<file path="config.mk">
export PLATFORM = sky130hd
export DESIGN_NAME = wishbone_nn_ctrl
export DESIGN_NICKNAME = d
export VERILOG_FILES = /design/src/rtl/wishbone_nn_pkg.sv /design/src/rtl/wishbone_nn_ctrl_seq.sv /design/src/rtl/wishbone_nn_ctrl.sv
export SDC_FILE = /design/constraint.sdc
export NUM_CORES = 1
export LEC_CHECK = 0
export BUFFER_PORTS_ARGS = -buffer_cell sky130_fd_sc_hd__buf_2
export CORE_AREA = 2 2 103 105
export DETAILED_ROUTE_END_ITERATION = 10
export DIE_AREA = 0 0 105 107
export GPL_TIMING_DRIVEN = 0
export HOLD_SLACK_MARGIN = 0.08
export PLACE_DENSITY_LB_ADDON = 0.05
export SYNTH_ARGS = -nofsm -noshare
export SYNTH_HDL_FRONTEND = slang
export SYNTH_SLANG_ARGS = --single-unit
</file>
<file path="constraint.sdc">
create_clock -name wb_clk_i -period 3.88 [get_ports wb_clk_i]
set_clock_uncertainty 0.2 [all_clocks]
set_input_delay 0.97 -clock wb_clk_i [delete_from_list [all_inputs] [get_ports wb_clk_i]]
set_output_delay 0.97 -clock wb_clk_i [all_outputs]
set_load 0.02 [all_outputs]
</file>
<file path="src/rtl/wishbone_nn_pkg.sv">
`default_nettype none
// +----------------------------------------------------------------------+
// | wishbone_nn_pkg                                                      |
// | Shared FSM encodings and CTRL/STATUS register bit positions.         |
// | Rev 1.0                                                              |
// +----------------------------------------------------------------------+
package wishbone_nn_pkg;

    typedef enum logic [1:0] {
        B_IDLE = 2'd0,
        B_WAIT = 2'd1,
        B_ACK  = 2'd2
    } bus_state_t;

    typedef enum logic [1:0] {
        N_IDLE  = 2'd0,
        N_ARMED = 2'd1,
        N_RUN   = 2'd2
    } seq_state_t;

    localparam int c_CTRL_START     = 0;
    localparam int c_CTRL_CLEAR     = 1;
    localparam int c_CTRL_IRQ_EN    = 2;
    localparam int c_CTRL_LEN_LSB   = 8;

    localparam int c_STAT_BUSY      = 0;
    localparam int c_STAT_DONE      = 1;
    localparam int c_STAT_OVF       = 2;
    localparam int c_STAT_IRQ_EN    = 3;
    localparam int c_STAT_COUNT_LSB = 8;
    localparam int c_STAT_LEN_LSB   = 16;

endpackage
`default_nettype wire

</file>
<file path="src/rtl/wishbone_nn_ctrl_seq.sv">
`default_nettype none
// +----------------------------------------------------------------------+
// | nn_run_sequencer                                                     |
// | Arms the NN core, starts it once enough words are queued, and        |
// | captures the result on completion.                                   |
// | Rev 1.0                                                              |
// +----------------------------------------------------------------------+
module nn_run_sequencer
    import wishbone_nn_pkg::*;
#(
    parameter int DEPTH_W = 4
) (
    input  logic               clk,
    input  logic               rst_n,
    input  logic               i_start,
    input  logic               i_clear,
    input  logic               i_len_we,
    input  logic [DEPTH_W:0]   i_len,
    input  logic [DEPTH_W:0]   i_fifo_count,
    input  logic               i_nn_done,
    input  logic [31:0]        i_nn_result,
    output logic               o_busy,
    output logic               o_done,
    output logic [DEPTH_W:0]   o_len,
    output logic [31:0]        o_result,
    output logic               o_nn_start,
    output logic [DEPTH_W:0]   o_nn_len
);

    seq_state_t         r_state;
    logic [DEPTH_W:0]   r_len;
    logic [DEPTH_W:0]   r_run_len;
    logic [31:0]        r_result;
    logic               r_done;
    logic               r_nn_start;
    logic [DEPTH_W:0]   w_len_next;

    // A start written together with a new length arms on that new length.
    assign w_len_next = i_len_we ? i_len : r_len;

    always_ff @(posedge clk or negedge rst_n) begin
        if (!rst_n) begin
            r_state    <= N_IDLE;
            r_len      <= '0;
            r_run_len  <= '0;
            r_result   <= '0;
            r_done     <= 1'b0;
            r_nn_start <= 1'b0;
        end else begin
            r_nn_start <= 1'b0;
            if (i_len_we) r_len <= i_len;
            if (i_clear) r_done <= 1'b0;
            case (r_state)
                N_IDLE: begin
                    if (i_start && (w_len_next != '0)) begin
                        r_run_len <= w_len_next;
                        r_state   <= N_ARMED;
                    end
                end
                N_ARMED: begin
                    if (i_fifo_count >= r_run_len) begin
                        r_nn_start <= 1'b1;
                        r_state    <= N_RUN;
                    end
                end
                N_RUN: begin
                    // Completion wins over a same-cycle clear.
                    if (i_nn_done) begin
                        r_result <= i_nn_result;
                        r_done   <= 1'b1;
                        r_state  <= N_IDLE;
                    end
                end
                default: r_state <= N_IDLE;
            endcase
        end
    end

    assign o_busy     = (r_state == N_ARMED) || (r_state == N_RUN);
    assign o_done     = r_done;
    assign o_len      = r_len;
    assign o_result   = r_result;
    assign o_nn_start = r_nn_start;
    assign o_nn_len   = r_run_len;

endmodule
`default_nettype wire

</file>
<file path="src/rtl/wishbone_nn_ctrl.sv">
`default_nettype none
// +----------------------------------------------------------------------+
// | wishbone_nn_ctrl                                                     |
// | Wishbone slave: FIFO push port with back-pressure timeout, CTRL/     |
// | STATUS register and NN run sequencing.                               |
// | Rev 1.0                                                              |
// +----------------------------------------------------------------------+
module wishbone_nn_ctrl
    import wishbone_nn_pkg::*;
#(
    parameter logic [31:0] IO_ADDRESS   = 32'h3000_0000,
    parameter logic [31:0] CTRL_ADDRESS = IO_ADDRESS + 32'd4,
    parameter int          DEPTH_W      = 4,
    parameter int          TIMEOUT      = 16
) (
    input  logic               wb_clk_i,
    input  logic               wb_rst_ni,
    input  logic               wbs_stb_i,
    input  logic               wbs_cyc_i,
    input  logic               wbs_we_i,
    input  logic [3:0]         wbs_sel_i,
    input  logic [31:0]        wbs_dat_i,
    input  logic [31:0]        wbs_adr_i,
    output logic               wbs_ack_o,
    output logic [31:0]        wbs_dat_o,
    output logic               fifo_push_o,
    output logic [31:0]        fifo_wdata_o,
    input  logic               fifo_full_i,
    input  logic [DEPTH_W:0]   fifo_count_i,
    output logic               nn_start_o,
    output logic [DEPTH_W:0]   nn_len_o,
    input  logic               nn_done_i,
    input  logic [31:0]        nn_result_i,
    output logic               irq_o
);

    localparam int             c_TIMER_W   = (TIMEOUT > 1) ? $clog2(TIMEOUT) : 1;
    localparam logic [c_TIMER_W-1:0] c_TIMER_MAX = c_TIMER_W'(TIMEOUT - 1);

    bus_state_t              r_bstate;
    logic [c_TIMER_W-1:0]    r_timer;
    logic                    r_ack;
    logic [31:0]             r_dat;
    logic                    r_ovf;
    logic                    r_irq_en;

    logic                    w_req, w_io, w_ctrl, w_hit, w_full_sel;
    logic                    w_push, w_ctrl_wr;
    logic                    w_start, w_clear, w_len_we;
    logic                    w_busy, w_done;
    logic [DEPTH_W:0]        w_len;
    logic [31:0]             w_result;
    logic [31:0]             w_status;

    assign w_req      = wbs_stb_i & wbs_cyc_i;
    assign w_io       = (wbs_adr_i == IO_ADDRESS);
    assign w_ctrl     = (wbs_adr_i == CTRL_ADDRESS);
    assign w_hit      = w_req & (w_io | w_ctrl);
    assign w_full_sel = (wbs_sel_i == 4'hF);

    // Push is combinational so the word lands in the FIFO in the cycle it is accepted.
    assign w_push = wb_rst_ni & w_full_sel & ~fifo_full_i &
                    (((r_bstate == B_IDLE) & w_hit & wbs_we_i & w_io) |
                     ((r_bstate == B_WAIT) & w_req));

    assign w_ctrl_wr = (r_bstate == B_IDLE) & w_hit & wbs_we_i & w_ctrl;
    assign w_start   = w_ctrl_wr & wbs_sel_i[0] & wbs_dat_i[c_CTRL_START];
    assign w_clear   = w_ctrl_wr & wbs_sel_i[0] & wbs_dat_i[c_CTRL_CLEAR];
    assign w_len_we  = w_ctrl_wr & wbs_sel_i[1];

    always_comb begin
        w_status = '0;
        w_status[c_STAT_BUSY]   = w_busy;
        w_status[c_STAT_DONE]   = w_done;
        w_status[c_STAT_OVF]    = r_ovf;
        w_status[c_STAT_IRQ_EN] = r_irq_en;
        w_status[c_STAT_COUNT_LSB +: 8]         = 8'(fifo_count_i);
        w_status[c_STAT_LEN_LSB +: DEPTH_W + 1] = w_len;
    end

    always_ff @(posedge wb_clk_i or negedge wb_rst_ni) begin
        if (!wb_rst_ni) begin
            r_bstate <= B_IDLE;
            r_timer  <= '0;
            r_ack    <= 1'b0;
            r_dat    <= '0;
            r_ovf    <= 1'b0;
            r_irq_en <= 1'b0;
        end else begin
            r_ack <= 1'b0;
            if (w_clear) r_ovf <= 1'b0;
            if (w_ctrl_wr && wbs_sel_i[0]) r_irq_en <= wbs_dat_i[c_CTRL_IRQ_EN];
            case (r_bstate)
                B_IDLE: begin
                    if (w_hit) begin
                        if (wbs_we_i && w_io && fifo_full_i) begin
                            r_timer  <= '0;
                            r_bstate <= B_WAIT;
                        end else begin
                            r_ack    <= 1'b1;
                            r_bstate <= B_ACK;
                            if (!wbs_we_i) r_dat <= w_io ? w_result : w_status;
                        end
                    end
                end
                B_WAIT: begin
                    if (!w_req) begin
                        r_bstate <= B_IDLE;
                    end else if (!fifo_full_i) begin
                        r_ack    <= 1'b1;
                        r_bstate <= B_ACK;
                    end else if (r_timer == c_TIMER_MAX) begin
                        r_ovf    <= 1'b1;
                        r_ack    <= 1'b1;
                        r_bstate <= B_ACK;
                    end else begin
                        r_timer <= r_timer + 1'b1;
                    end
                end
                B_ACK: begin
                    r_dat    <= '0;
                    r_bstate <= B_IDLE;
                end
                default: r_bstate <= B_IDLE;
            endcase
        end
    end

    nn_run_sequencer #(
        .DEPTH_W (DEPTH_W)
    ) u_seq (
        .clk          (wb_clk_i),
        .rst_n        (wb_rst_ni),
        .i_start      (w_start),
        .i_clear      (w_clear),
        .i_len_we     (w_len_we),
        .i_len        (wbs_dat_i[c_CTRL_LEN_LSB +: DEPTH_W + 1]),
        .i_fifo_count (fifo_count_i),
        .i_nn_done    (nn_done_i),
        .i_nn_result  (nn_result_i),
        .o_busy       (w_busy),
        .o_done       (w_done),
        .o_len        (w_len),
        .o_result     (w_result),
        .o_nn_start   (nn_start_o),
        .o_nn_len     (nn_len_o)
    );

    assign wbs_ack_o    = r_ack;
    assign wbs_dat_o    = r_dat;
    assign fifo_push_o  = w_push;
    assign fifo_wdata_o = w_push ? wbs_dat_i : 32'h0;
    assign irq_o        = w_done & r_irq_en;

endmodule
`default_nettype wire

</file>
# == After elaboration in Yosys (flattened, before gate mapping) ==
# Index checks and enable logic that the tools add are counted.
# classes
addsub,1
mul,0
div,0
n_lt_le_gt_ge,1
n_eq_ne,19
n_shift,0
n_mux,39
bitwise,18
n_reduce_logical,16
# ops
cell,n
32-bit two-way mux,5
32-bit by 30-bit equality test with 1-bit output (second input constant),2
32-bit case mux with 2 select lines,1
4-bit two-way mux,5
2-bit two-way mux,8
1-bit bitwise AND,15
1-bit two-way mux,15
2-bit != test (second input constant),7
4-bit equality test (second input constant),2
4-bit case mux with 2 select lines,1
2-bit by 1-bit != test with 1-bit output (second input constant),3
2-bit case mux with 3 select lines,1
2-bit AND reduction,3
6-bit AND reduction,1
5-bit >= comparator,1
5-bit two-way mux,1
5-bit nonzero test,1
4-bit by 1-bit adder with 4-bit output (second input constant),1
2-bit by 1-bit equality test with 1-bit output (second input constant),2
2-bit equality test (second input constant),2
1-bit logical AND,4
2-bit logical NOT,2
4-bit by 3-bit != test with 1-bit output (second input constant),1
2-bit case mux with 2 select lines,1
other kinds (7),9
# totals
regBits,87
latch_bits,0
ram_bits,0
mem_bits_ro,0
input_bits,112
output_inout_bits,73
wordCells,106
mem_count,0

# == Depth between registers and ports, before layout ==
# Gate-level depths: netlist of run 1.
# logic_depth
word_depth,13
ltp_mapped,8
ltp_nobuf,8

# == By module ==
# From an unflattened synthesis of run 1, not the netlist that was laid out.
# hier_totals
hier_cells,360
area_unflattened_um2,4314.1
# by_module_without_submodules
mod,instances,cells_per_inst,area_each_um2,seq_area_each_um2
wishbone_nn_ctrl,1,223,2374.8,1026.0
nn_run_sequencer,1,137,1939.4,1151.1

# == Least setup slack after synthesis of run 1 ==
# OpenSTA, ideal clock, no wires.
# synth_timing
kind,in2out
startpoint,input port wbs_adr_i[13]
endpoint,output port fifo_wdata_o[15]
arrival_time_ns,2.744
required_time_ns,2.710
setup_slack_ns,-0.034
path_stages,7
path_buffers,1
cell_sequence,nor4_1 nand4_1 nor3_4 a41oi_2 nor4b_4 buf_6 and2_1
# synth_via
elab_chain_len,9
elab_cells_between_ends,10
cone_classes,eq/ne: 2; mux: 1; bitwise: 7
# synth_lines
item,line,source
from (decl),wishbone_nn_ctrl.sv:23,"input logic [31:0] wbs_adr_i,"
32-bit by 30-bit equality test with 1-bit output (on tied branches),"wishbone_nn_ctrl.sv:56, wishbone_nn_ctrl.sv:57",
1-bit OR,wishbone_nn_ctrl.sv:58,assign w_hit = w_req & (w_io | w_ctrl);
1-bit bitwise AND,wishbone_nn_ctrl.sv:58,
1-bit bitwise AND (2 in series),wishbone_nn_ctrl.sv:63,(((r_bstate == B_IDLE) & w_hit & wbs_we_i & w_io) |
1-bit bitwise AND *,wishbone_nn_ctrl.sv:63,
1-bit OR *,wishbone_nn_ctrl.sv:63,
1-bit bitwise AND *,wishbone_nn_ctrl.sv:62,assign w_push = wb_rst_ni & w_full_sel & ~fifo_full_i &
named net fifo_push_o,wishbone_nn_ctrl.sv:26,"output logic fifo_push_o,"
32-bit two-way mux *,wishbone_nn_ctrl.sv:152,assign fifo_wdata_o = w_push ? wbs_dat_i : 32'h0;
to (decl),wishbone_nn_ctrl.sv:27,"output logic [31:0] fifo_wdata_o,"
# Mark *: on every way through the listed nets, which the timed path passes. The rest lies on a longest branch.

# == Worst setup path in the final report of run 1 ==
# layout_timing
startpoint,input port wbs_adr_i[22]
endpoint,output port fifo_wdata_o[26]
# layout_via
elab_chain_len,9
elab_cells_between_ends,10
cone_classes,eq/ne: 2; mux: 1; bitwise: 7
# layout_lines
item,line
32-bit by 30-bit equality test with 1-bit output (on tied branches),"wishbone_nn_ctrl.sv:56, wishbone_nn_ctrl.sv:57"
1-bit OR,wishbone_nn_ctrl.sv:58
1-bit bitwise AND,wishbone_nn_ctrl.sv:58
1-bit bitwise AND (2 in series),wishbone_nn_ctrl.sv:63
1-bit bitwise AND *,wishbone_nn_ctrl.sv:63
1-bit OR *,wishbone_nn_ctrl.sv:63
1-bit bitwise AND *,wishbone_nn_ctrl.sv:62
32-bit two-way mux *,wishbone_nn_ctrl.sv:152
# Mark *: on every way between the ends. The rest lies on a longest branch, timed or not.

==> impl_metrics.py, run 1 <==
metrics = {
    "worst_setup_path": {
        "max_stage_delay_ps": 290,
        "arr_time_crit_path_ps": 2810,
        "rrSetupSlack_ps": 1590,
        "capture_point_of_the_critical_path": "fifo_wdata_o[26]",
        "worst-setup-path-type": "in -> out",
        "worstPathBufferInverterCount": 4,
        "crit_path_frequent_cell": "sky130_fd_sc_hd__buf_6",
        "setup.worst_path.end_class": "output pin",
        "cpMaxStageDelayCell": "sky130_fd_sc_hd__nor4b_4",
        "cp_data_required_time_ps": 2710,
        "timing.critical_path.depth": 10,
        "critPathTopFamily": "simple AND/OR/NAND/NOR gates",
        "crit_chain": "buf_2 -> nor4_1 -> nand4_1 -> nor3_4 -> a41oi_2 -> nor4b_4 -> buf_6 -> buf_6 -> and2_2 -> buf_6",
        "crit_path_start_kind": "primary input",
        "worst_r2r_startpoint": "r_bstate[1]",
        "r2r-end": "wbs_dat_o[17]",
        "cp_max_fo": 10,
        "worst_setup_startpoint": "wbs_adr_i[22]",
        "worst-r2r-cell-count": 5,
    },
    "finish": {
        "drive_above_1_share_pct": 51.6,
        "multi_input_area_mm2": 0.00193,
        "final_util_pct": 58.6,
        "finish.net_count": 705,
        "most_used_cells_in_the_layout_excluding_fill_and_tap_cells": "150 x sky130_fd_sc_hd__buf_2, 87 x sky130_fd_sc_hd__dfrtp_1, 44 x sky130_fd_sc_hd__mux2_2",
        "synthToLayoutAreaGrowth_pct": 43.1,
        "fill_cells": 936,
        "regArea_mm2": 0.00218,
        "final_common_cell": "sky130_fd_sc_hd__buf_2",
    },
    "timing": {
        "rsz0062_at_grt": "true",
        "timing.hold.ws_ps": 263,
        "postLayoutSetupSlackWorst_ps": -95.9,
        "final.min_clock_period_ps": 3980,
        "totalNegativeSetupSlack_ps": -2090,
        "fmax_mhz": 252,
        "maxSlewHeadroom_pct": 48.5,
        "finalHoldViolations": 0,
        "setup_viol_count_final": 29,
        "slew_viol_final": 0,
        "fin_crit_sh_pct": 102,
        "tightestPinTransition_ps": 768,
    },
    "pwr": {
        "power.share.clock_pct": 41.4,
        "internal_power_uw": 1360,
        "power_frac_comb_pct": 6.4,
        "power_frac_seq_pct": 52.2,
        "sw_frac_of_total_pct": 21.9,
        "power_leakage_uw": 0.00318,
        "switching_power_uw": 381,
        "worst_ir_drop_vdd_mv": 0.158,
        "post-layout-total-power_uw": 1740,
        "pwr_density_cell_mw_per_mm2": 294,
    },
    "min_path": {
        "hp-class": "reg -> reg",
        "hp-start": "wbs_dat_o[31]",
        "min_path_cells": 2,
    },
    "detailed_routing": {
        "vias": 3622,
        "avgRoutedWirePerCell_um": 16.1,
        "drt.antenna.violating_nets": 0,
        "route.detailed.drc": 0,
        "routed_wirelength_um": 11700,
        "drt-pass1-iter-count": 4,
        "vias_per_cell": 4.99,
        "drt_iter0_drc": 142,
    },
    "synthesis": {
        "warnings_from_yosys": 0,
        "syn_area_mm2": 0.00413,
        "netlist_instances": 380,
        "ys_types": 35,
        "postSynthNetCount": 501,
        "postSynthAreaPerCell_um2": 10.9,
        "yosysSeqAreaShare_pct": 52.7,
        "yosys_register_bits": 87,
    },
    "floorplan": {
        "core_region_area_mm2": 0.0101,
        "chipWidth_um": 105,
        "die_height_um": 107,
        "fp-row-count": 37,
        "initial_cell_density_of_the_core_pct": 40.9,
        "die_area_mm2": 0.0112,
        "boundaryPins": 185,
    },
    "placement": {
        "place_congestion": 0.823,
        "preCtsSetupSlack_ps": -553,
        "buffer_ports.inserted": 184,
        "dp_hpwl_um": 8790,
    },
    "clock_network": {
        "cts_inserted_buffers": 9,
        "tritoncts_num_sinks": 87,
        "ctsLongestPathBuffers": 2,
        "clkLatencyLatePin_ps": 360,
        "clock_tree.htree_level_count": 3,
        "cts.root.buffer_cell": "sky130_fd_sc_hd__clkbuf_8",
        "count_of_hold_fix_buffers_inserted_at_cts": 0,
        "tritoncts": "done",
        "cts.reportedPaths.clkPinSlew_ps": 80,
    },
    "global_route": {
        "overflow": 0,
        "grt_pass1_vias": 3701,
        "grt_max_degree": 66,
        "total_routing_usage_reported_by_global_routing_pct": 21.3,
        "grt_pass1_wl_um": 18300,
        "antenna_violations_before_repair": 1,
    },
    "run_status": {
        "outcome": "finished, violations left",
        "failed_checks": "setup timing",
    },
    "run": {
        "maxCapViolations": 0,
    },
}
-- layout make-up --
| class | count | share of cell area, % |
|---|---|---|
| Antenna cell | 1 | 0.0423 |
| Buffer | 17 | 1.59 |
| Clock buffer | 11 | 2.56 |
| Clock inverter | 5 | 1.35 |
| Inverter | 15 | 0.952 |
| Multi-Input combinational cell | 261 | 32.6 |
| Sequential cell | 87 | 36.8 |
| Tap cell | 136 | 2.88 |
| Timing Repair Buffer | 193 | 21.2 |
-- metrics by stage --
step | std cells | cell area, µm²
3_5_place_dp | 701 | 5260
5_1_grt | 725 | 5910
6_report | 726 | 5910
4_1_cts | 722 | 5820
3_3_place_gp | 700 | 5230
2_1_floorplan | 380 | 4140
-- worst register-to-register path, cell delays in order (launching register included) --
cell                       delay (ps)
sky130_fd_sc_hd__dfrtp_1          440
sky130_fd_sc_hd__clkbuf_1         240
sky130_fd_sc_hd__o21ai_1          670
sky130_fd_sc_hd__clkbuf_1         460
sky130_fd_sc_hd__a221oi_1         110
sky130_fd_sc_hd__nor2_1           120
-- registers in the layout, summed over array words and instances, names as in the netlist, 2 cells and up --
register / flops
r_timer: 4
u_seq.o_len: 5
u_seq.o_nn_len: 5
r_bstate: 2
u_seq.o_result: 32
u_seq.r_state: 2
wbs_dat_o: 32
-- how the worst min path moves through the flow --
stage                         end  slack, ps
CTS                 wbs_dat_o[28]        270
global route         wbs_dat_o[7]        290
global placement    wbs_dat_o[21]        240
floorplan           wbs_dat_o[15]        260
finish              wbs_dat_o[31]        260
detailed placement  wbs_dat_o[21]        250
-- cells by family after synthesis --
kind of cell,synth area share [%]
compound gates,7.78
fa+ha+maj,2.73
buf+inv,3.63
flops,52.7
mux,12.7
simple gates,20.4
-- power by group through the flow --
stage               logic (µW)  clock network [µW]  registers [µW]
finish                     112                 720             906
global route               124                 776             907
CTS                        111                 740             906
detailed placement         103                   0             925
global placement          97.6                   0             925
floorplan                 14.2                   0             925
-- per-layer routing --
layer	up-vias	global-route usage [%]	wire length [µm]	share of wire [%]
met5	-	0	0	0
li1	1748	-	-	-
met2	143	37.5	5940	51
met3	15	5.47	796	6.8
met1	1716	24.7	4730	40
met4	0	8.48	228	1.9
-- synthesized netlist by cell type --
master	count	area, µm²
sky130_fd_sc_hd__nand2_1	34	128
sky130_fd_sc_hd__and3b_1	1	8.76
sky130_fd_sc_hd__buf_6	3	33.8
sky130_fd_sc_hd__or2_2	2	12.5
sky130_fd_sc_hd__nor4_1	9	56.3
sky130_fd_sc_hd__nor3_1	5	25.0
sky130_fd_sc_hd__and3_1	2	12.5
sky130_fd_sc_hd__o21a_1	5	37.5
sky130_fd_sc_hd__ha_1	9	113
sky130_fd_sc_hd__and4_1	1	8.76
sky130_fd_sc_hd__nor3b_2	1	12.5
sky130_fd_sc_hd__dfrtp_1	87	2180
sky130_fd_sc_hd__or4_1	2	15.0
sky130_fd_sc_hd__a22o_1	2	17.5
sky130_fd_sc_hd__nand4_1	7	43.8
sky130_fd_sc_hd__mux2i_1	3	30.0
sky130_fd_sc_hd__a22oi_1	1	7.51
sky130_fd_sc_hd__and2_1	33	206
sky130_fd_sc_hd__mux2_2	44	495
sky130_fd_sc_hd__nor3_4	2	32.5
sky130_fd_sc_hd__buf_2	6	30.0
sky130_fd_sc_hd__nor2b_1	1	6.26
sky130_fd_sc_hd__a41oi_2	1	16.3
sky130_fd_sc_hd__nor4b_4	1	23.8
sky130_fd_sc_hd__o21ai_1	1	5.00
sky130_fd_sc_hd__a221oi_1	14	123
sky130_fd_sc_hd__buf_1	3	11.3
sky130_fd_sc_hd__o2bb2ai_1	4	35.0
sky130_fd_sc_hd__clkbuf_1	5	18.8
sky130_fd_sc_hd__nor2_1	38	143
sky130_fd_sc_hd__a21oi_1	7	35.0
sky130_fd_sc_hd__clkinv_1	1	3.75
sky130_fd_sc_hd__o21ai_0	9	45.0
sky130_fd_sc_hd__inv_1	14	52.6
sky130_fd_sc_hd__nand3_1	22	110
-- repair_timing --
action | 4_1_cts | 5_1_grt
cloned | 1 | 1
pin swaps | 15 | 12
setup endpoints to repair | 33 | 33
setup buffers | 4 | 2
gates resized for setup | 82 | 19
Power figures use the tool's default switching activity.
==> run 2, diff against run 1 <==
- HOLD_SLACK_MARGIN: 0.08 -> not set
- PLACE_DENSITY: not set -> 0.68
- PLACE_DENSITY_LB_ADDON: 0.05 -> not set
==> run 2 against run 1 <==
Net effect:
- worst setup slack improved by 53 ps
- power increased by 2.0%
- critical path type unchanged
- critical endpoint is now fifo_wdata_o[0]
- critical path depth unchanged
- the flow still finishes with violations (setup timing)
- global-route usage decreased by 0.32 points
- sequential share of layout area decreased by 0.47 points
==> impl_metrics.py, run 2 (same netlist as run 1, synthesis figures left out) <==
metrics = {
    "floorplan": {
        "chipWidth_um": 105,
        "die_area_mm2": 0.0112,
        "fp-row-count": 37,
        "boundaryPins": 185,
        "core_region_area_mm2": 0.0101,
        "die_height_um": 107,
        "initial_cell_density_of_the_core_pct": 40.9,
    },
    "timing": {
        "finalHoldViolations": 0,
        "rsz0062_at_grt": "true",
        "fmax_mhz": 255,
        "fin_crit_sh_pct": 101,
        "maxSlewHeadroom_pct": 48.9,
        "slew_viol_final": 0,
        "postLayoutSetupSlackWorst_ps": -42.9,
        "setup_viol_count_final": 32,
        "tightestPinTransition_ps": 762,
        "final.min_clock_period_ps": 3920,
    },
    "clock_network": {
        "cts_inserted_buffers": 9,
        "tritoncts_num_sinks": 87,
        "clock_tree.htree_level_count": 3,
        "tritoncts": "done",
        "cts.root.buffer_cell": "sky130_fd_sc_hd__clkbuf_8",
        "count_of_hold_fix_buffers_inserted_at_cts": 0,
        "clkLatencyLatePin_ps": 360,
        "ctsLongestPathBuffers": 2,
        "cts.reportedPaths.clkPinSlew_ps": 80,
    },
    "worst_setup_path": {
        "worstPathBufferInverterCount": 4,
        "cp_max_fo": 7,
        "critPathTopFamily": "simple AND/OR/NAND/NOR gates",
        "cpMaxStageDelayCell": "sky130_fd_sc_hd__nor4_4",
        "crit_chain": "buf_2 -> nor4_4 -> nand4_1 -> nor3_4 -> a41oi_2 -> nor4b_4 -> buf_6 -> buf_6 -> and2_4 -> buf_6",
        "max_stage_delay_ps": 250,
        "setup.worst_path.end_class": "output pin",
        "crit_path_frequent_cell": "sky130_fd_sc_hd__buf_6",
        "arr_time_crit_path_ps": 2750,
        "cp_data_required_time_ps": 2710,
        "crit_path_start_kind": "primary input",
        "worst-setup-path-type": "in -> out",
    },
    "global_route": {
        "grt_max_degree": 74,
        "total_routing_usage_reported_by_global_routing_pct": 20.9,
        "antenna_violations_before_repair": 0,
        "grt_pass1_wl_um": 18300,
        "grt_pass1_vias": 3757,
        "overflow": 0,
    },
    "run": {
        "maxCapViolations": 0,
    },
    "finish": {
        "final_cells": 728,
        "drive_above_1_share_pct": 52.0,
        "insertedDiodeCount": 0,
        "final_common_cell": "sky130_fd_sc_hd__buf_2",
        "finish.net_count": 708,
        "most_used_cells_in_the_layout_excluding_fill_and_tap_cells": "147 x sky130_fd_sc_hd__buf_2, 87 x sky130_fd_sc_hd__dfrtp_1, 48 x sky130_fd_sc_hd__buf_6",
        "synthToLayoutAreaGrowth_pct": 45.0,
    },
    "placement": {
        "dp_hpwl_um": 8870,
        "place_congestion": 0.829,
        "buffer_ports.inserted": 184,
        "placed_cells": 701,
    },
    "detailed_routing": {
        "route.detailed.drc": 0,
        "drt_iter0_drc": 129,
        "drt.antenna.violating_nets": 0,
        "routed_wirelength_um": 11900,
        "vias": 3691,
        "vias_per_cell": 5.07,
        "drt-pass1-iter-count": 4,
        "avgRoutedWirePerCell_um": 16.3,
    },
    "min_path": {
        "hp-class": "in -> async",
    },
    "pwr": {
        "power_leakage_uw": 0.00322,
        "power_frac_seq_pct": 51.1,
        "sw_frac_of_total_pct": 20.5,
        "internal_power_uw": 1410,
        "power_frac_comb_pct": 6.5,
        "switching_power_uw": 364,
        "power.share.clock_pct": 42.4,
        "pwr_density_cell_mw_per_mm2": 296,
        "post-layout-total-power_uw": 1770,
        "worst_ir_drop_vdd_mv": 0.208,
    },
    "run_status": {
        "failed_checks": "setup timing",
        "outcome": "finished, violations left",
    },
}
[run 2: cell types whose count changed in the layout (fill, tap and decap cells not counted), sizes merged]
cell	delta
buf	+3
bufinv	+1
clkinvlp	-2
clkbuf	+2
diode	-1
clkinv	-1
[run 2: metrics by stage]
stage	setup slack (ps)	cell area (µm²)	utilization, %	TNS [ps]	hold slack (ps)
2_1_floorplan	-19.2	4140	-	-535	261
3_3_place_gp	-1160	5230	51.9	-37140	245
3_5_place_dp	-486	5260	52.2	-14910	255
4_1_cts	-103	5820	57.7	-2510	257
5_1_grt	-191	5990	59.3	-5770	268
6_report	-42.9	5990	59.3	-900	267
[run 2: repair_timing]
item / in CTS / in global routing
cloned: 1 / 2
resized for setup: 82 / 39
pin swaps: 14 / 27
setup buffers: 5 / 3
endpoints found under the setup margin: 33 / 33
[run 2: power groups by stage]
stage | Combinational (µW) | Sequential [µW] | Clock (µW)
global placement | 97.6 | 925 | 0
finish | 115 | 906 | 751
global route | 128 | 907 | 809
detailed placement | 104 | 925 | 0
floorplan | 14.2 | 925 | 0
CTS | 112 | 906 | 766
[run 2: cell type report]
class                   instances  area (µm²)
plain buffers                  17        93.8
clock buffers                  13         149
clock inverters                 3        90.1
fillers                       889        4100
inverters                      15        56.3
multi-input cells             261        1950
flip-flops and latches         87        2180
well taps                     136         170
repair buffers                196        1310
[run 2: worst register-to-register path: cells and delay by family, from the launching register on]
kind	cells	cell delay, ps
simple gates	1	130
flops	1	430
compound gates	2	770
buf+inv	2	670
[run 2: final timing paths]
path,startpoint,slack (ps),depth (start not counted),endpoint
max in group asynchronous,wb_rst_ni,2590,2,u_seq.r_state[1]
min,wb_rst_ni,270,1,wbs_dat_o[26]
max reg2reg,r_bstate[1],1620,5,wbs_dat_o[17]
min reg2reg,wbs_dat_o[15],270,2,wbs_dat_o[15]
min in group wb_clk_i,wbs_dat_o[15],270,2,wbs_dat_o[15]
max,wbs_adr_i[25],-40,10,fifo_wdata_o[0]
[run 2: layer usage]
layer  GRT usage, %  share of wire [%]
met4           8.48                2.3
met3           4.50                6.1
met2           36.8                 51
met1           25.0                 41
met5              0                  0
